## src/rtl/dbuf_load_ctrl.sv

```systemverilog
// -----------------------------------------------------------------------------
// dbuf_load_ctrl
//
// Tile sequencer for the DDR-to-data-buffer loader. It accepts one layer
// command and then walks its tiles. For each tile it:
//   1. configures the loader,
//   2. issues burst read requests on DDR read channel 1, and on channel 2 as
//      well in CONV mode,
//   3. waits for the loader to report that the tile is complete.
// After the last tile it pulses done and returns to idle. This block owns the
// loader configuration port exclusively.
//
// Optional feature:
//   DBUF_LOAD_WDOG_EN - when defined, a 20-bit watchdog bounds the wait for
//                       tile completion. On expiry it sets the sticky err
//                       flag and returns to idle without pulsing done. When
//                       undefined, err is tied low and the wait is unbounded.
//
// Ports:
//   clk, rst          clock, synchronous active-high reset
//   cmd_*             layer command (valid/ready) with loader fields, tile
//                     count, per-stream base addresses and tile stride
//   ld_conf_*         loader configuration (valid/ready); ld_conf_ready also
//                     signals tile completion while waiting
//   rd1_req_*         DDR read channel 1 burst request (valid/ready/addr/len)
//   rd2_req_*         DDR read channel 2 burst request (CONV mode only)
//   busy              a layer is in progress
//   done              one-cycle pulse when the layer finishes
//   err               sticky watchdog error
// -----------------------------------------------------------------------------
module dbuf_load_ctrl #(
  parameter int PE_NUM     = 32,
  parameter int DDR_ADDR_W = 32,
  parameter int TILE_W     = 8
) (
  input  logic                  clk,
  input  logic                  rst,
  input  logic                  cmd_valid,
  output logic                  cmd_ready,
  input  logic [3:0]            cmd_mode,
  input  logic [3:0]            cmd_ch_num,
  input  logic [3:0]            cmd_row_num,
  input  logic [3:0]            cmd_pix_num,
  input  logic                  cmd_depool,
  input  logic [PE_NUM-1:0]     cmd_mask,
  input  logic [TILE_W-1:0]     cmd_tile_num,
  input  logic [DDR_ADDR_W-1:0] cmd_src1_addr,
  input  logic [DDR_ADDR_W-1:0] cmd_src2_addr,
  input  logic [DDR_ADDR_W-1:0] cmd_tile_stride,
  output logic                  ld_conf_valid,
  input  logic                  ld_conf_ready,
  output logic [3:0]            ld_conf_mode,
  output logic [3:0]            ld_conf_ch_num,
  output logic [3:0]            ld_conf_row_num,
  output logic [3:0]            ld_conf_pix_num,
  output logic [PE_NUM-1:0]     ld_conf_mask,
  output logic                  ld_conf_depool,
  output logic                  rd1_req_valid,
  input  logic                  rd1_req_ready,
  output logic [DDR_ADDR_W-1:0] rd1_req_addr,
  output logic [15:0]           rd1_req_len,
  output logic                  rd2_req_valid,
  input  logic                  rd2_req_ready,
  output logic [DDR_ADDR_W-1:0] rd2_req_addr,
  output logic [15:0]           rd2_req_len,
  output logic                  busy,
  output logic                  done,
  output logic                  err
);

  typedef enum logic [1:0] {
    S_IDLE = 2'd0,
    S_CONF = 2'd1,
    S_REQ  = 2'd2,
    S_WAIT = 2'd3
  } state_t;

  state_t                  state_r;
  logic [TILE_W-1:0]       tile_cnt_r;
  logic [TILE_W-1:0]       tile_num_r;
  logic [DDR_ADDR_W-1:0]   stride_r;

  logic                    is_conv_s;
  logic [11:0]             prod_s;
  logic [15:0]             len_s;
  logic                    rd1_left_s;
  logic                    rd2_left_s;
  logic                    last_tile_s;

`ifdef DBUF_LOAD_WDOG_EN
  logic [19:0]             wdog_r;
`else
  assign err = 1'b0;
`endif

  // Burst length, outstanding-request flags and last-tile detect.
  // The latched loader fields live in the ld_conf_* output registers.
  always_comb begin
    is_conv_s = (ld_conf_mode[2:1] == 2'b01);
    // The product is kept to 12 bits on purpose: 16*16*16 wraps to 0.
    prod_s = ({8'd0, ld_conf_ch_num}  + 12'd1) *
             ({8'd0, ld_conf_pix_num} + 12'd1) *
             ({8'd0, ld_conf_row_num} + 12'd1);
    if (is_conv_s) begin
      len_s = {4'd0, prod_s};
    end else begin
      len_s = {12'd0, ld_conf_ch_num} + 16'd1;
    end
    // A request is still pending if its valid is up and it is not accepted
    // on this edge.
    rd1_left_s  = rd1_req_valid & ~rd1_req_ready;
    rd2_left_s  = rd2_req_valid & ~rd2_req_ready;
    last_tile_s = (tile_cnt_r == tile_num_r);
  end

  // Sequencer FSM: latched layer fields and every registered output.
  always_ff @(posedge clk) begin
    if (rst) begin
      state_r         <= S_IDLE;
      cmd_ready       <= 1'b1;
      busy            <= 1'b0;
      done            <= 1'b0;
      ld_conf_valid   <= 1'b0;
      rd1_req_valid   <= 1'b0;
      rd2_req_valid   <= 1'b0;
      ld_conf_mode    <= 4'd0;
      ld_conf_ch_num  <= 4'd0;
      ld_conf_row_num <= 4'd0;
      ld_conf_pix_num <= 4'd0;
      ld_conf_mask    <= {PE_NUM{1'b0}};
      ld_conf_depool  <= 1'b0;
      rd1_req_addr    <= {DDR_ADDR_W{1'b0}};
      rd2_req_addr    <= {DDR_ADDR_W{1'b0}};
      rd1_req_len     <= 16'd0;
      rd2_req_len     <= 16'd0;
      tile_cnt_r      <= {TILE_W{1'b0}};
      tile_num_r      <= {TILE_W{1'b0}};
      stride_r        <= {DDR_ADDR_W{1'b0}};
`ifdef DBUF_LOAD_WDOG_EN
      err             <= 1'b0;
      wdog_r          <= 20'd0;
`endif
    end else begin
      done <= 1'b0;
      case (state_r)
        S_IDLE: begin
          if (cmd_valid && cmd_ready) begin
            ld_conf_mode    <= cmd_mode;
            ld_conf_ch_num  <= cmd_ch_num;
            ld_conf_row_num <= cmd_row_num;
            ld_conf_pix_num <= cmd_pix_num;
            ld_conf_mask    <= cmd_mask;
            ld_conf_depool  <= cmd_depool;
            rd1_req_addr    <= cmd_src1_addr;
            rd2_req_addr    <= cmd_src2_addr;
            stride_r        <= cmd_tile_stride;
            tile_num_r      <= cmd_tile_num;
            tile_cnt_r      <= {TILE_W{1'b0}};
            cmd_ready       <= 1'b0;
            busy            <= 1'b1;
            ld_conf_valid   <= 1'b1;
            state_r         <= S_CONF;
          end
        end
        S_CONF: begin
          if (ld_conf_ready) begin
            ld_conf_valid <= 1'b0;
            rd1_req_valid <= 1'b1;
            rd2_req_valid <= is_conv_s;
            rd1_req_len   <= len_s;
            rd2_req_len   <= len_s;
            state_r       <= S_REQ;
          end
        end
        S_REQ: begin
          rd1_req_valid <= rd1_left_s;
          rd2_req_valid <= rd2_left_s;
          if (!rd1_left_s && !rd2_left_s) begin
            state_r <= S_WAIT;
`ifdef DBUF_LOAD_WDOG_EN
            wdog_r  <= 20'd0;
`endif
          end
        end
        S_WAIT: begin
          // ld_conf_ready here means the loader finished the tile.
          if (ld_conf_ready) begin
            if (last_tile_s) begin
              done      <= 1'b1;
              cmd_ready <= 1'b1;
              busy      <= 1'b0;
              state_r   <= S_IDLE;
            end else begin
              tile_cnt_r    <= tile_cnt_r + {{(TILE_W-1){1'b0}}, 1'b1};
              rd1_req_addr  <= rd1_req_addr + stride_r;
              rd2_req_addr  <= rd2_req_addr + stride_r;
              // Advance the PE write mask by one group of 4, wrapping around.
              ld_conf_mask  <= {ld_conf_mask[PE_NUM-5:0], ld_conf_mask[PE_NUM-1:PE_NUM-4]};
              ld_conf_valid <= 1'b1;
              state_r       <= S_CONF;
            end
          end
`ifdef DBUF_LOAD_WDOG_EN
          else if (wdog_r == 20'hFFFFF) begin
            err       <= 1'b1;
            cmd_ready <= 1'b1;
            busy      <= 1'b0;
            state_r   <= S_IDLE;
          end else begin
            wdog_r <= wdog_r + 20'd1;
          end
`endif
        end
        default: begin
          ld_conf_valid <= 1'b0;
          rd1_req_valid <= 1'b0;
          rd2_req_valid <= 1'b0;
          cmd_ready     <= 1'b1;
          busy          <= 1'b0;
          state_r       <= S_IDLE;
        end
      endcase
    end
  end

endmodule
```

## config.mk

```make
export PLATFORM = sky130hd
export DESIGN_NAME = dbuf_load_ctrl
export DESIGN_NICKNAME = d
export VERILOG_FILES = /design/src/rtl/dbuf_load_ctrl.sv
export SDC_FILE = /design/constraint.sdc
export NUM_CORES = 1
export LEC_CHECK = 0
export BUFFER_PORTS_ARGS = -buffer_cell sky130_fd_sc_hd__buf_2
export CORE_MARGIN = 8
export CORE_UTILIZATION = 50
export CTS_CLUSTER_DIAMETER = 200
export DETAILED_ROUTE_END_ITERATION = 10
export GPL_ROUTABILITY_DRIVEN = 0
export HOLD_SLACK_MARGIN = 0.06
export PLACE_DENSITY = 0.78
export SLEW_MARGIN = 20
export SYNTH_ARGS = -nofsm -noshare
export SYNTH_HDL_FRONTEND = slang
export SYNTH_SLANG_ARGS = --single-unit
```

## constraint.sdc

```tcl
create_clock -name clk -period 6.6 [get_ports clk]
set_input_delay 0.33 -clock clk [delete_from_list [all_inputs] [get_ports clk]]
set_output_delay 0.33 -clock clk [all_outputs]
set_load 0.01 [all_outputs]
```

==> key figures, run 1 <==
Detailed routing
  • Routed Wire Length: 40350 um
  • Antenna viol nets, final: 0
  • Vias per cell: 5.717
  • Wire per inst: 18.27 um
  • First-pass DRT Iterations: 5
  • DRT iter0 DRCs: 902
  • Via count: 12630
  • Post-route DRC: 0

Critical path
  • Crit path capture type: flip-flop
  • Crit start category: flip-flop
  • Crit path max fanout: 5
  • Reg2reg path depth: 24
  • Critical path required time: 6.97 ns
  • WP data arrival: 6.74 ns
  • Crit Path Category: reg -> reg

Synthesis
  • Synth async-reset ratio: 0%
  • Synth cell types: 71
  • Post-synthesis mux area share: 4.750%
  • Yosys warnings: 0
  • #FFs+latches synth: 181
  • Synthesized cell area: 0.01293 mm^2
  • Simple-gate area share of the yosys netlist: 17.94%
  • Largest family of logic cells by synthesized area: compound AO/OA/AOI/OAI gates
  • Post-synthesis cell count: 1619
  • Compound-Gate Fraction of Synth Area: 22.27%
  • Top_reg_cell synth: dfxtp_1
  • Synthesized-area fraction occupied by adder cells: 15.07%
  • Number of synthesized flops with an enable pin: 0
  • Post-Syn Area per Cell: 7.989 um^2
  • Synth Area in XOR/XNOR: 5.959%
  • Sequential area share after synthesis: 28.02%

Run
  • Max Cap Viol: 0

STA
  • Worst hold margin: 0.1155 ns
  • Post-Route Setup TNS: 0 ns
  • Fmax: 0.1569 GHz
  • Setup violators final: 0
  • Final-report max-slew violation count: 0
  • Slew HR: 32.15%
  • Least-Margin Pin Slew: 1.018 ns
  • Final hold vios: 0
  • Clock Skew: 0.02344 ns
  • Period utilization: 96.54%
  • Post-layout min period: 6.372 ns

Place
  • Post-DP HPWL: 29630 um
  • Port-buffer cells: 301
  • Area after DPL: 0.01456 mm^2

Power
  • Leak: 7.133 nW
  • Worst vdd ir: 0.4512 mV
  • Tot Pwr: 0.006296 W
  • PwrDens: 408.4 mW/mm^2

Cells and area
  • # nets final: 2155
  • Filler Cells Inserted: 2335
  • Share of layout cells above drive strength 1: 21.78%
  • Core Util, Final: 59.83%
  • Synth-to-layout area growth: 19.18%
  • Final instance area: 0.01541 mm^2

Die
  • Starting Density: 50.20%
  • Die Area: 0.03127 mm^2
  • Die Width: 176.8 um
  • Die Ht: 176.8 um
  • Core area: 0.02576 mm^2
  • Ports: 311
  • FP Rows: 59

Global routing
  • Global Route Usage Sum: 24.77%
  • Largest net degree at the start of global routing: 97
  • First-pass GRT wire length: 63380 um
  • Vias in the first global route: 12490
  • Initial antenna violation count: 2
  • Grt total ovfl: 0

CTS
  • CTS tree: built
  • H-tree levels: 4
  • Root buffer cell: clkbuf_16
  • Clock-pin transition on the worst setup and hold timing paths: 0.08 ns
  • Worst-case clock buffer depth: 2
  • CTS Buf Count: 17
  • Clock sink count: 181
  • Worst-skew pair later-pin latency: 0.45 ns
  • # hold bufs at CTS: 0

Worst hold path
  • Hold Crit Depth: 3
  • Hold/Removal Path Class: in -> reg

Run status
  • Status: completed
[per-layer routing]
| metal | part of all wire, % | GRT usage (%) | routed length (um) | up-vias |
|---|---|---|---|---|
| met5 | 0.037 | 0 | 15 | - |
| met4 | 3.3 | 10.09 | 1314 | 2 |
| li1 | - | - | - | 6144 |
| met3 | 7.4 | 5.825 | 2998 | 91 |
| met2 | 47 | 41.11 | 18790 | 472 |
| met1 | 43 | 30.48 | 17230 | 5920 |
[worst paths after layout]
check / from / end / slack [ns]
hold / removal: cmd_tile_stride[3] / stride_r[3] / 0.12
setup reg to reg: ld_conf_pix_num[0] / rd2_req_len[10] / 0.23
setup / recovery: ld_conf_pix_num[0] / rd2_req_len[10] / 0.23
hold reg to reg: ld_conf_depool / ld_conf_depool / 0.46
[cells by family after synthesis]
group           after synthesis
compound gates              444
simple gates                526
flops                       181
mux                          61
other cells                   1
xor+xnor                     88
buf+inv                     182
fa+ha+maj                   136
[cell usage in the layout, fill, tap and decap left out, types with 6 or more instances in the layout]
| cell type | n |
|---|---|
| and2_1 | 16 |
| a21oi_1 | 159 |
| ha_4 | 7 |
| o21ai_0 | 49 |
| o21a_1 | 17 |
| and3_1 | 14 |
| a31oi_1 | 9 |
| xnor2_1 | 44 |
| a211oi_1 | 89 |
| fa_1 | 33 |
| nand3_1 | 23 |
| nand2_1 | 196 |
| a221oi_1 | 6 |
| buf_4 | 20 |
| nor2_1 | 180 |
| a22oi_1 | 8 |
| a21oi_2 | 6 |
| xor2_1 | 37 |
| a21o_1 | 36 |
| buf_2 | 300 |
| conb_1 | 9 |
| inv_1 | 73 |
| ha_1 | 95 |
| o211ai_1 | 7 |
| nand2b_1 | 16 |
| nor2b_1 | 14 |
| mux2i_1 | 58 |
| clkbuf_16 | 17 |
| o21bai_1 | 10 |
| nand4_1 | 7 |
| nor3_1 | 23 |
| dfxtp_1 | 177 |
[state kept, by name, indices dropped and copies added, names as in the netlist]
| signal | flops |
|---|---|
| stride_r | 32 |
| ld_conf_valid | 1 |
| ld_conf_depool | 1 |
| tile_cnt_r | 8 |
| ld_conf_row_num | 4 |
| rd1_req_addr | 32 |
| rd2_req_valid | 1 |
| rd1_req_valid | 1 |
| ld_conf_mask | 32 |
| ld_conf_ch_num | 4 |
| tile_num_r | 8 |
| done | 1 |
| ld_conf_pix_num | 4 |
| rd2_req_len | 12 |
| rd2_req_addr | 32 |
| ld_conf_mode | 4 |
| state_r | 2 |
| busy | 1 |
| cmd_ready | 1 |
[timing repair]
item / CTS / global route
pin swaps: 0 / 15
endpoints found under the setup margin: 2 / 3
setup buffers: 0 / 4
resized for setup: 8 / 28
[final cells by class]
type                            count  area (um^2)  area share (%)
Clock buffer                       18        439.2           2.849
Antenna cell                        1        2.502         0.01623
Tap cell                          335        419.2           2.719
Clock inverter                     14        182.7           1.185
Multi-Input combinational cell   1264         8793           57.05
Timing Repair Buffer              321         1663           10.79
Inverter                           75        281.5           1.826
Sequential cell                   181         3633           23.57
[worst max-delay path, cell delays in order, from the launching register on]
cell      delay, ns
dfxtp_4        0.39
ha_4           0.18
and3_4         0.20
nand2b_4       0.06
fa_1           0.57
fa_1           0.45
fa_1           0.56
inv_1          0.07
ha_4           0.26
xnor2_2        0.22
nor2_1         0.09
fa_1           0.50
fa_1           0.55
inv_1          0.06
fa_1           0.53
inv_1          0.06
ha_1           0.33
inv_1          0.06
o21bai_1       0.18
a21oi_2        0.10
o21bai_1       0.20
a21oi_1        0.11
xor2_1         0.14
or3_1          0.31
a21oi_1        0.14
[Yosys cell counts (33+ instances only)]
cell type / count / area share, %
inv_1: 74 / 2.1
nand2_1: 197 / 5.7
dfxtp_1: 181 / 28
xnor2_1: 47 / 3.2
nor2_1: 181 / 5.3
ha_1: 103 / 10
a211oi_1: 90 / 5.2
mux2i_1: 58 / 4.5
a21o_1: 36 / 2.1
o21ai_0: 52 / 2.0
clkbuf_1: 65 / 1.9
fa_1: 33 / 5.1
xor2_1: 41 / 2.8
a21oi_1: 163 / 6.3
[where the power goes]
part           leakage, nW  internal [W]  switching [W]  total [W]
clock network        0.301      0.000560       0.000532    0.00109
registers             1.49       0.00149       0.000392    0.00188
logic                 5.34       0.00127        0.00206    0.00333
total                 7.13       0.00332        0.00298    0.00630
[stage by stage]
step,worst slack [ns],instances
floorplan,0.1084,1627
global placement,0.07188,2172
detailed placement,-0.1759,2172
CTS,0.003155,2204
global route,-0.007900,2208
finish,0.2282,2209
No activity file was read; power rests on OpenSTA's default activity.
==> run 2, diff against run 1 <==
--- a/config.mk
+++ b/config.mk
@@ -7,12 +7,12 @@
 export LEC_CHECK = 0
 export BUFFER_PORTS_ARGS = -buffer_cell sky130_fd_sc_hd__buf_2
 export CORE_MARGIN = 8
-export CORE_UTILIZATION = 50
+export CORE_UTILIZATION = 55
 export CTS_CLUSTER_DIAMETER = 200
 export DETAILED_ROUTE_END_ITERATION = 10
 export GPL_ROUTABILITY_DRIVEN = 0
 export HOLD_SLACK_MARGIN = 0.06
-export PLACE_DENSITY = 0.78
+export PLACE_DENSITY = 0.82
 export SLEW_MARGIN = 20
 export SYNTH_ARGS = -nofsm -noshare
 export SYNTH_HDL_FRONTEND = slang
==> constraint.sdc (replaced) <==
create_clock -name clk -period 8 [get_ports clk]
set_input_delay 0.4 -clock clk [delete_from_list [all_inputs] [get_ports clk]]
set_output_delay 0.4 -clock clk [all_outputs]
set_load 0.01 [all_outputs]
==> run 2 against run 1 <==
  * Critical path depth unchanged
  * Non-clock buffer count down 12
  * Combinational power down 19%
  * Core utilization up 5.1 points
  * Sequential power down 18%
  * Routed wire length down 5.1%
  * Worst hold slack better by 0.073 ns
  * Cell count down 1.3%
  * Register-to-register slack better by 0.56 ns
  * Via count down 0.58%
  * Clock skew about the same
  * First-iteration DRC count up 13%
  * Critical endpoint is now rd2_req_len[11]
==> key figures, run 2 (same netlist as run 1, synthesis figures left out) <==
Run status
  • Status: completed (unchanged)

Cells and area
  • Register area: 0.003623 mm^2 (was 0.003633 mm^2)
  • Commonest non-fill, non-tap cells in the layout: buf_2 (300), nand2_1 (197), nor2_1 (181), dfxtp_1 (181), a21oi_1 (163) (was buf_2 (300), nand2_1 (196), nor2_1 (180), dfxtp_1 (177), a21oi_1 (159))
  • Synth-to-layout area growth: 16.75% (was 19.18%)
  • Multi-input logic area: 0.008606 mm^2 (was 0.008793 mm^2)
  • Filler Cells Inserted: 2013 (was 2335)
  • Share of layout cells above drive strength 1: 19.72% (was 21.78%)
  • # nets final: 2143 (was 2155)
  • Most common cell after layout, fill and taps aside: buf_2 (unchanged)

Critical path
  • Crit start category: flip-flop (unchanged)
  • Critical path required time: 8.32 ns (was 6.97 ns)
  • WP data arrival: 7.53 ns (was 6.74 ns)
  • Crit Path Category: reg -> reg (unchanged)
  • Crit path max fanout: 13 (was 5)
  • Crit path capture type: flip-flop (unchanged)

Global routing
  • Initial antenna violation count: 3 (was 2)
  • Largest net degree at the start of global routing: 122 (was 97)
  • Vias in the first global route: 12350 (was 12490)
  • First-pass GRT wire length: 60750 um (was 63380 um)
  • Global Route Usage Sum: 25.76% (was 24.77%)
  • Grt total ovfl: 0 (unchanged)

CTS
  • CTS Buf Count: 17 (unchanged)
  • Worst-case clock buffer depth: 2 (unchanged)
  • Resize count post-CTS: 0 (was 8)
  • Worst-skew pair later-pin latency: 0.45 ns (about the same)
  • # Post-CTS Setup Buffers: 0 (unchanged)
  • H-tree levels: 4 (unchanged)
  • CTS tree: built (unchanged)
  • Root buffer cell: clkbuf_16 (unchanged)
  • Clock sink count: 181 (unchanged)
  • # hold bufs at CTS: 0 (unchanged)
  • Clock-pin transition on the worst setup and hold timing paths: 0.08 ns (about the same)

Die
  • Die Width: 169.4 um (was 176.8 um)
  • Starting Density: 55.60% (was 50.20%)
  • FP Rows: 56 (was 59)
  • Ports: 311 (unchanged)
  • Core area: 0.02326 mm^2 (was 0.02576 mm^2)
  • Die Ht: 169.4 um (was 176.8 um)
  • Die Area: 0.02868 mm^2 (was 0.03127 mm^2)

Detailed routing
  • Wire per inst: 17.55 um (was 18.27 um)
  • First-pass DRT Iterations: 6 (was 5)
  • Antenna viol nets, final: 0 (unchanged)
  • Via count: 12560 (was 12630)
  • Routed Wire Length: 38280 um (was 40350 um)
  • Vias per cell: 5.757 (was 5.717)
  • DRT iter0 DRCs: 1015 (was 902)
  • Post-route DRC: 0 (unchanged)

STA
  • Fmax: 0.1387 GHz (was 0.1569 GHz)
  • Final-report max-slew violation count: 0 (unchanged)
  • Final worst slack: 0.7905 ns (was 0.2282 ns)
  • Setup violators final: 0 (unchanged)
  • Slew HR: 37.93% (was 32.15%)
  • Post-Route Setup TNS: 0 ns (unchanged)
  • Post-layout min period: 7.209 ns (was 6.372 ns)
  • Clock Skew: 0.02308 ns (was 0.02344 ns)
  • Period utilization: 90.12% (was 96.54%)
  • Least-Margin Pin Slew: 0.9311 ns (was 1.018 ns)
  • Final hold vios: 0 (unchanged)
  • RSZ-0062 raised after global routing: false

Place
  • Post-place setup slack: 0.8672 ns (was -0.1759 ns)
  • Port-buffer cells: 301 (unchanged)
  • Post-DP HPWL: 29050 um (was 29630 um)

Power
  • Leak: 7.068 nW (was 7.133 nW)
  • PwrDens: 337.7 mW/mm^2 (was 408.4 mW/mm^2)
  • Worst vdd ir: 0.2897 mV (was 0.4512 mV)
  • Tot Pwr: 0.005099 W (was 0.006296 W)

Run
  • Max Cap Viol: 0 (unchanged)

Worst hold path
  • Hold/Removal Path Class: in -> reg (unchanged)
run 2: power by group:
part           switching, W  leakage (nW)  total (W)  internal (W)
Combinational       0.00166          5.28    0.00269       0.00103
Sequential         0.000316          1.49    0.00154       0.00122
Clock              0.000440         0.296   0.000864      0.000425
run 2: final timing paths:
| path | slack [ns] | depth (start not counted) | from | end |
|---|---|---|---|---|
| min | 0.19 | 3 | cmd_depool | ld_conf_depool |
| max reg2reg | 0.79 | 24 | ld_conf_ch_num[0] | rd2_req_len[11] |
| max | 0.79 | 24 | ld_conf_ch_num[0] | rd2_req_len[11] |
| min reg2reg | 0.45 | 2 | ld_conf_depool | ld_conf_depool |
run 2: stage by stage:
step	hold WS (ns)	util, %	cells	instance area, um^2
after floorplan	0.4481	-	1627	12960
after global placement	0.4380	62.26	2148	14480
after detailed placement	0.4455	62.26	2148	14480
after CTS	0.1769	64.88	2180	15090
after global routing	0.1817	64.91	2181	15100
final	0.1881	64.91	2181	15100
run 2: area by class of cell:
| cell class | instances | area share (%) |
|---|---|---|
| diodes | 1 | 0.01657 |
| clock buffers | 17 | 2.817 |
| clock inverters | 15 | 1.226 |
| inverters | 75 | 1.864 |
| multi-input cells | 1264 | 56.99 |
| flip-flops and latches | 181 | 24.00 |
| well taps | 319 | 2.643 |
| repair buffers | 309 | 10.44 |
run 2: routing by layer:
layer | vias to the layer above | share of wire (%) | track usage [%]
li1 | 6112 | - | -
met1 | 5821 | 41 | 30.90
met2 | 522 | 46 | 42.76
met3 | 97 | 8.8 | 7.118
met4 | 4 | 3.4 | 11.04
met5 | - | 0.071 | 0
run 2: worst max-delay path, cell delays in order (launching register included):
cell	delay (ns)
dfxtp_1	0.57
ha_1	0.32
xor2_1	0.30
nand2_1	0.12
fa_1	0.47
fa_1	0.52
fa_1	0.54
inv_1	0.04
ha_1	0.32
a21o_1	0.21
a21oi_2	0.21
xnor2_1	0.21
nor2_1	0.10
fa_1	0.49
fa_1	0.55
inv_1	0.06
fa_1	0.53
inv_1	0.04
ha_1	0.34
nand2_1	0.07
o21ai_0	0.30
a21o_1	0.17
a21oi_1	0.07
and4_1	0.22
a311o_1	0.31
==> run 3, diff against run 2 <==
--- a/config.mk
+++ b/config.mk
@@ -5,6 +5,7 @@
 export SDC_FILE = /design/constraint.sdc
 export NUM_CORES = 1
 export LEC_CHECK = 0
+export ABC_AREA = 1
 export BUFFER_PORTS_ARGS = -buffer_cell sky130_fd_sc_hd__buf_2
 export CORE_MARGIN = 8
 export CORE_UTILIZATION = 55
@@ -12,7 +13,7 @@
 export DETAILED_ROUTE_END_ITERATION = 10
 export GPL_ROUTABILITY_DRIVEN = 0
 export HOLD_SLACK_MARGIN = 0.06
-export PLACE_DENSITY = 0.82
+export PLACE_DENSITY = 0.81
 export SLEW_MARGIN = 20
 export SYNTH_ARGS = -nofsm -noshare
 export SYNTH_HDL_FRONTEND = slang
==> run 3 against run 2 <==
  * Non-clock buffer count decreased by 1
  * Synthesized area increased by 4.8%
  * Sequential power about the same
  * Largest cell class unchanged
  * Highest routed layer unchanged
  * Via count increased by 18%
  * Clock skew decreased by 0.0056 ns
  * First-iteration DRC count increased by 13%
  * Clock power increased by 3.2%
  * Core utilization decreased by 0.12 points
  * Critical path depth increased by 3
  * Largest power group unchanged
  * Power increased by 1.5%
==> key figures, run 3 <==
Synthesis
  • Post-Syn Area per Cell: 6.589 um^2 (was 7.989 um^2)
  • Post-synthesis mux area share: 0% (was 4.750%)
  • Top cells by area, synth: dfxtp_1 (27%), nand2_1 (12%), ha_1 (9.5%) (was dfxtp_1 (28%), ha_1 (10%), a21oi_1 (6.3%))
  • Simple-gate area share of the yosys netlist: 26.01% (was 17.94%)
  • Yosys warnings: 0 (unchanged)
  • #FFs+latches synth: 181 (unchanged)
  • Sequential area share after synthesis: 26.73% (was 28.02%)
  • Synth cell types: 44 (was 71)
  • Synth async-reset ratio: 0% (unchanged)
  • Count leader, synth: nand2_1 (unchanged)
  • Top_reg_cell synth: dfxtp_1 (unchanged)
  • Most common library cells after synthesis: nand2_1 (429), nor2_1 (276), inv_1 (230) (was nand2_1 (197), dfxtp_1 (181), nor2_1 (181))
  • Top cell type's share of synthesized area: 26.73% (was 28.02%)
  • Compound-Gate Fraction of Synth Area: 19.99% (was 22.27%)
  • Number of synthesized flops with an enable pin: 0 (unchanged)
  • Largest family of logic cells by synthesized area: simple AND/OR/NAND/NOR gates (was compound AO/OA/AOI/OAI gates)
  • Synth Area in XOR/XNOR: 2.714% (was 5.959%)
  • Post-synthesis cell count: 2057 (was 1619)
  • Post-synth top area cell: dfxtp_1 (unchanged)
  • Synthesized cell area: 0.01355 mm^2 (was 0.01293 mm^2)
  • Synthesized-area fraction occupied by adder cells: 14.38% (was 15.07%)

Critical path
  • Crit start category: flip-flop (unchanged)
  • Crit path capture type: flip-flop (unchanged)
  • Slowest-stage cell, CP: fa_1 (was dfxtp_1)
  • Crit Path Category: reg -> reg (unchanged)
  • Slowest stage delay, CP: 0.56 ns (was 0.57 ns)
  • Flop2flop setup slack: 0.77 ns (was 0.79 ns)
  • Crit path max fanout: 9 (was 13)
  • WP data arrival: 7.59 ns (was 7.53 ns)
  • CP delay by family, top: adder cells (unchanged)
  • Cell repeated most along the worst path: fa_1 (unchanged)
  • CP Buf/Inv Count: 5 (was 3)
  • Critical path required time: 8.36 ns (was 8.32 ns)

Run status
  • Status: completed (unchanged)

CTS
  • # Post-CTS Setup Buffers: 0 (unchanged)
  • Clock sink count: 181 (unchanged)
  • CTS tree: built (unchanged)
  • CTS Buf Count: 17 (unchanged)
  • Clock-pin transition on the worst setup and hold timing paths: 0.09 ns (was 0.08 ns)
  • Root buffer cell: clkbuf_16 (unchanged)
  • # hold bufs at CTS: 0 (unchanged)
  • H-tree levels: 4 (unchanged)
  • Resize count post-CTS: 0 (unchanged)
  • Worst-skew pair later-pin latency: 0.45 ns (about the same)
  • Worst-case clock buffer depth: 2 (unchanged)

Cells and area
  • # nets final: 2591 (was 2143)
  • Synth-to-layout area growth: 15.91% (was 16.75%)
  • Share of layout cells above drive strength 1: 16.11% (was 19.72%)
  • Most common cell after layout, fill and taps aside: nand2_1 (was buf_2)
  • N_diodes: 0 (was 1)
  • Commonest non-fill, non-tap cells in the layout: nand2_1 (429), buf_2 (301), nor2_1 (276), inv_1 (229), a21oi_1 (199) (was buf_2 (300), nand2_1 (197), nor2_1 (181), dfxtp_1 (181), a21oi_1 (163))

Detailed routing
  • Antenna viol nets, final: 0 (unchanged)
  • DRT iter0 DRCs: 1145 (was 1015)
  • Via count: 14820 (was 12560)
  • Wire per inst: 16.93 um (was 17.55 um)
  • First-pass DRT Iterations: 7 (was 6)
  • Post-route DRC: 0 (unchanged)
  • Routed Wire Length: 44570 um (was 38280 um)
  • Vias per cell: 5.628 (was 5.757)

Die
  • Die Ht: 173.0 um (was 169.4 um)
  • Die Area: 0.02992 mm^2 (was 0.02868 mm^2)
  • Die Width: 173.0 um (was 169.4 um)
  • FP Rows: 57 (was 56)
  • Starting Density: 55.90% (was 55.60%)
  • Ports: 311 (unchanged)
  • Core area: 0.02425 mm^2 (was 0.02326 mm^2)

Global routing
  • Vias in the first global route: 14720 (was 12350)
  • Largest net degree at the start of global routing: 129 (was 122)
  • Global Route Usage Sum: 28.77% (was 25.76%)
  • First-pass GRT wire length: 72400 um (was 60750 um)
  • Grt total ovfl: 0 (unchanged)
  • Initial antenna violation count: 1 (was 3)

Run
  • Max Cap Viol: 0 (unchanged)

Power
  • Leak: 7.801 nW (was 7.068 nW)
  • Seq pwr share: 29.3% (was 30.2%)
  • Power share of the combinational group: 53.4% (was 52.8%)
  • Pint: 0.002603 W (was 0.002683 W)
  • Worst vdd ir: 0.2113 mV (was 0.2897 mV)
  • Net Switching: 0.002572 W (was 0.002416 W)
  • PwrDens: 329.4 mW/mm^2 (was 337.7 mW/mm^2)
  • Sw frac: 49.70% (was 47.38%)
  • Clock Power Share: 17.2% (was 16.9%)

Place
  • Post-DP HPWL: 34420 um (was 29050 um)
  • Post-place setup slack: 0.8992 ns (was 0.8672 ns)
  • Port-buffer cells: 301 (unchanged)

STA
  • Post-layout min period: 7.228 ns (was 7.209 ns)
  • RSZ-0062 raised after global routing: false (unchanged)
  • Setup violators final: 0 (unchanged)
  • Final worst slack: 0.7724 ns (was 0.7905 ns)
  • Post-Route Setup TNS: 0 ns (unchanged)
  • Final-report max-slew violation count: 0 (unchanged)
  • Fmax: 0.1384 GHz (was 0.1387 GHz)
  • Least-Margin Pin Slew: 0.9492 ns (was 0.9311 ns)
  • Period utilization: 90.34% (was 90.12%)
  • Clock Skew: 0.01743 ns (was 0.02308 ns)
  • Slew HR: 36.72% (was 37.93%)
  • Final hold vios: 0 (unchanged)

Worst hold path
  • Hold/Removal Path Class: in -> reg (unchanged)
[run 3: power groups by stage]
stage | Combinational [W] | Clock, W | Sequential (W)
2_1_floorplan | 0.00192 | 0 | 0.00151
5_1_grt | 0.00312 | 0.000935 | 0.00154
3_3_place_gp | 0.00265 | 0 | 0.00151
3_5_place_dp | 0.00272 | 0 | 0.00152
4_1_cts | 0.00274 | 0.000900 | 0.00150
6_report | 0.00277 | 0.000892 | 0.00152
[run 3: worst paths after layout]
kind	startpoint	end	cells after the start
worst min register to register	busy	busy	2
worst max-delay path	ld_conf_ch_num[0]	rd2_req_len[11]	27
worst max register to register	ld_conf_ch_num[0]	rd2_req_len[11]	27
worst min-delay path	cmd_mode[0]	ld_conf_mode[0]	3
[run 3: worst reg2reg max path, cell delays in order (launching register included)]
cell,delay (ns)
dfxtp_1,0.53
ha_1,0.27
xor2_1,0.32
nand2_1,0.11
fa_1,0.47
fa_1,0.53
fa_1,0.56
inv_1,0.05
ha_1,0.37
nand2_1,0.11
nand3_1,0.13
xnor2_1,0.41
nor2_1,0.12
fa_1,0.53
fa_1,0.54
inv_1,0.05
fa_1,0.53
inv_1,0.04
ha_1,0.33
inv_1,0.07
nor3_1,0.27
nand3_1,0.12
nand4_1,0.13
xor2_1,0.20
inv_1,0.06
nand3_1,0.08
nand3_1,0.08
a21oi_1,0.14
[run 3: final cells by class]
| type | instances | area [um^2] |
|---|---|---|
| Timing Repair Buffer | 308 | 1563 |
| Clock buffer | 17 | 425.4 |
| Multi-Input combinational cell | 1552 | 8605 |
| Fill cell | 2216 | 8537 |
| Tap cell | 324 | 405.4 |
| Sequential cell | 181 | 3623 |
| Clock inverter | 15 | 202.7 |
| Inverter | 236 | 887.1 |
[run 3: metrics by stage]
step	utilization [%]	total power (W)	hold WS [ns]	cell area (um^2)	instances
floorplan	-	0.003429	0.4437	13580	2065
global placement	62.19	0.004167	0.4335	15080	2601
detailed placement	62.19	0.004244	0.4430	15080	2601
CTS	64.78	0.005146	0.1624	15710	2633
global route	64.79	0.005597	0.1599	15710	2633
finish	64.79	0.005175	0.1760	15710	2633
[run 3: layer usage]
metal / up-vias / global-route usage (%) / wire length, um
met3: 120 / 8.582 / 4266
met5: - / 0 / 10
met4: 2 / 9.486 / 1340
met2: 691 / 48.61 / 20630
li1: 7206 / - / -
met1: 6800 / 34.43 / 18320
[run 3: kinds of logic after synthesis]
kind of cell | count (synthesis)
adder cells (fa/ha/maj) | 136
other | 1
AO/OA/AOI/OAI | 502
XOR/XNOR | 42
buffers and inverters | 332
flip-flops | 181
AND/OR/NAND/NOR | 863
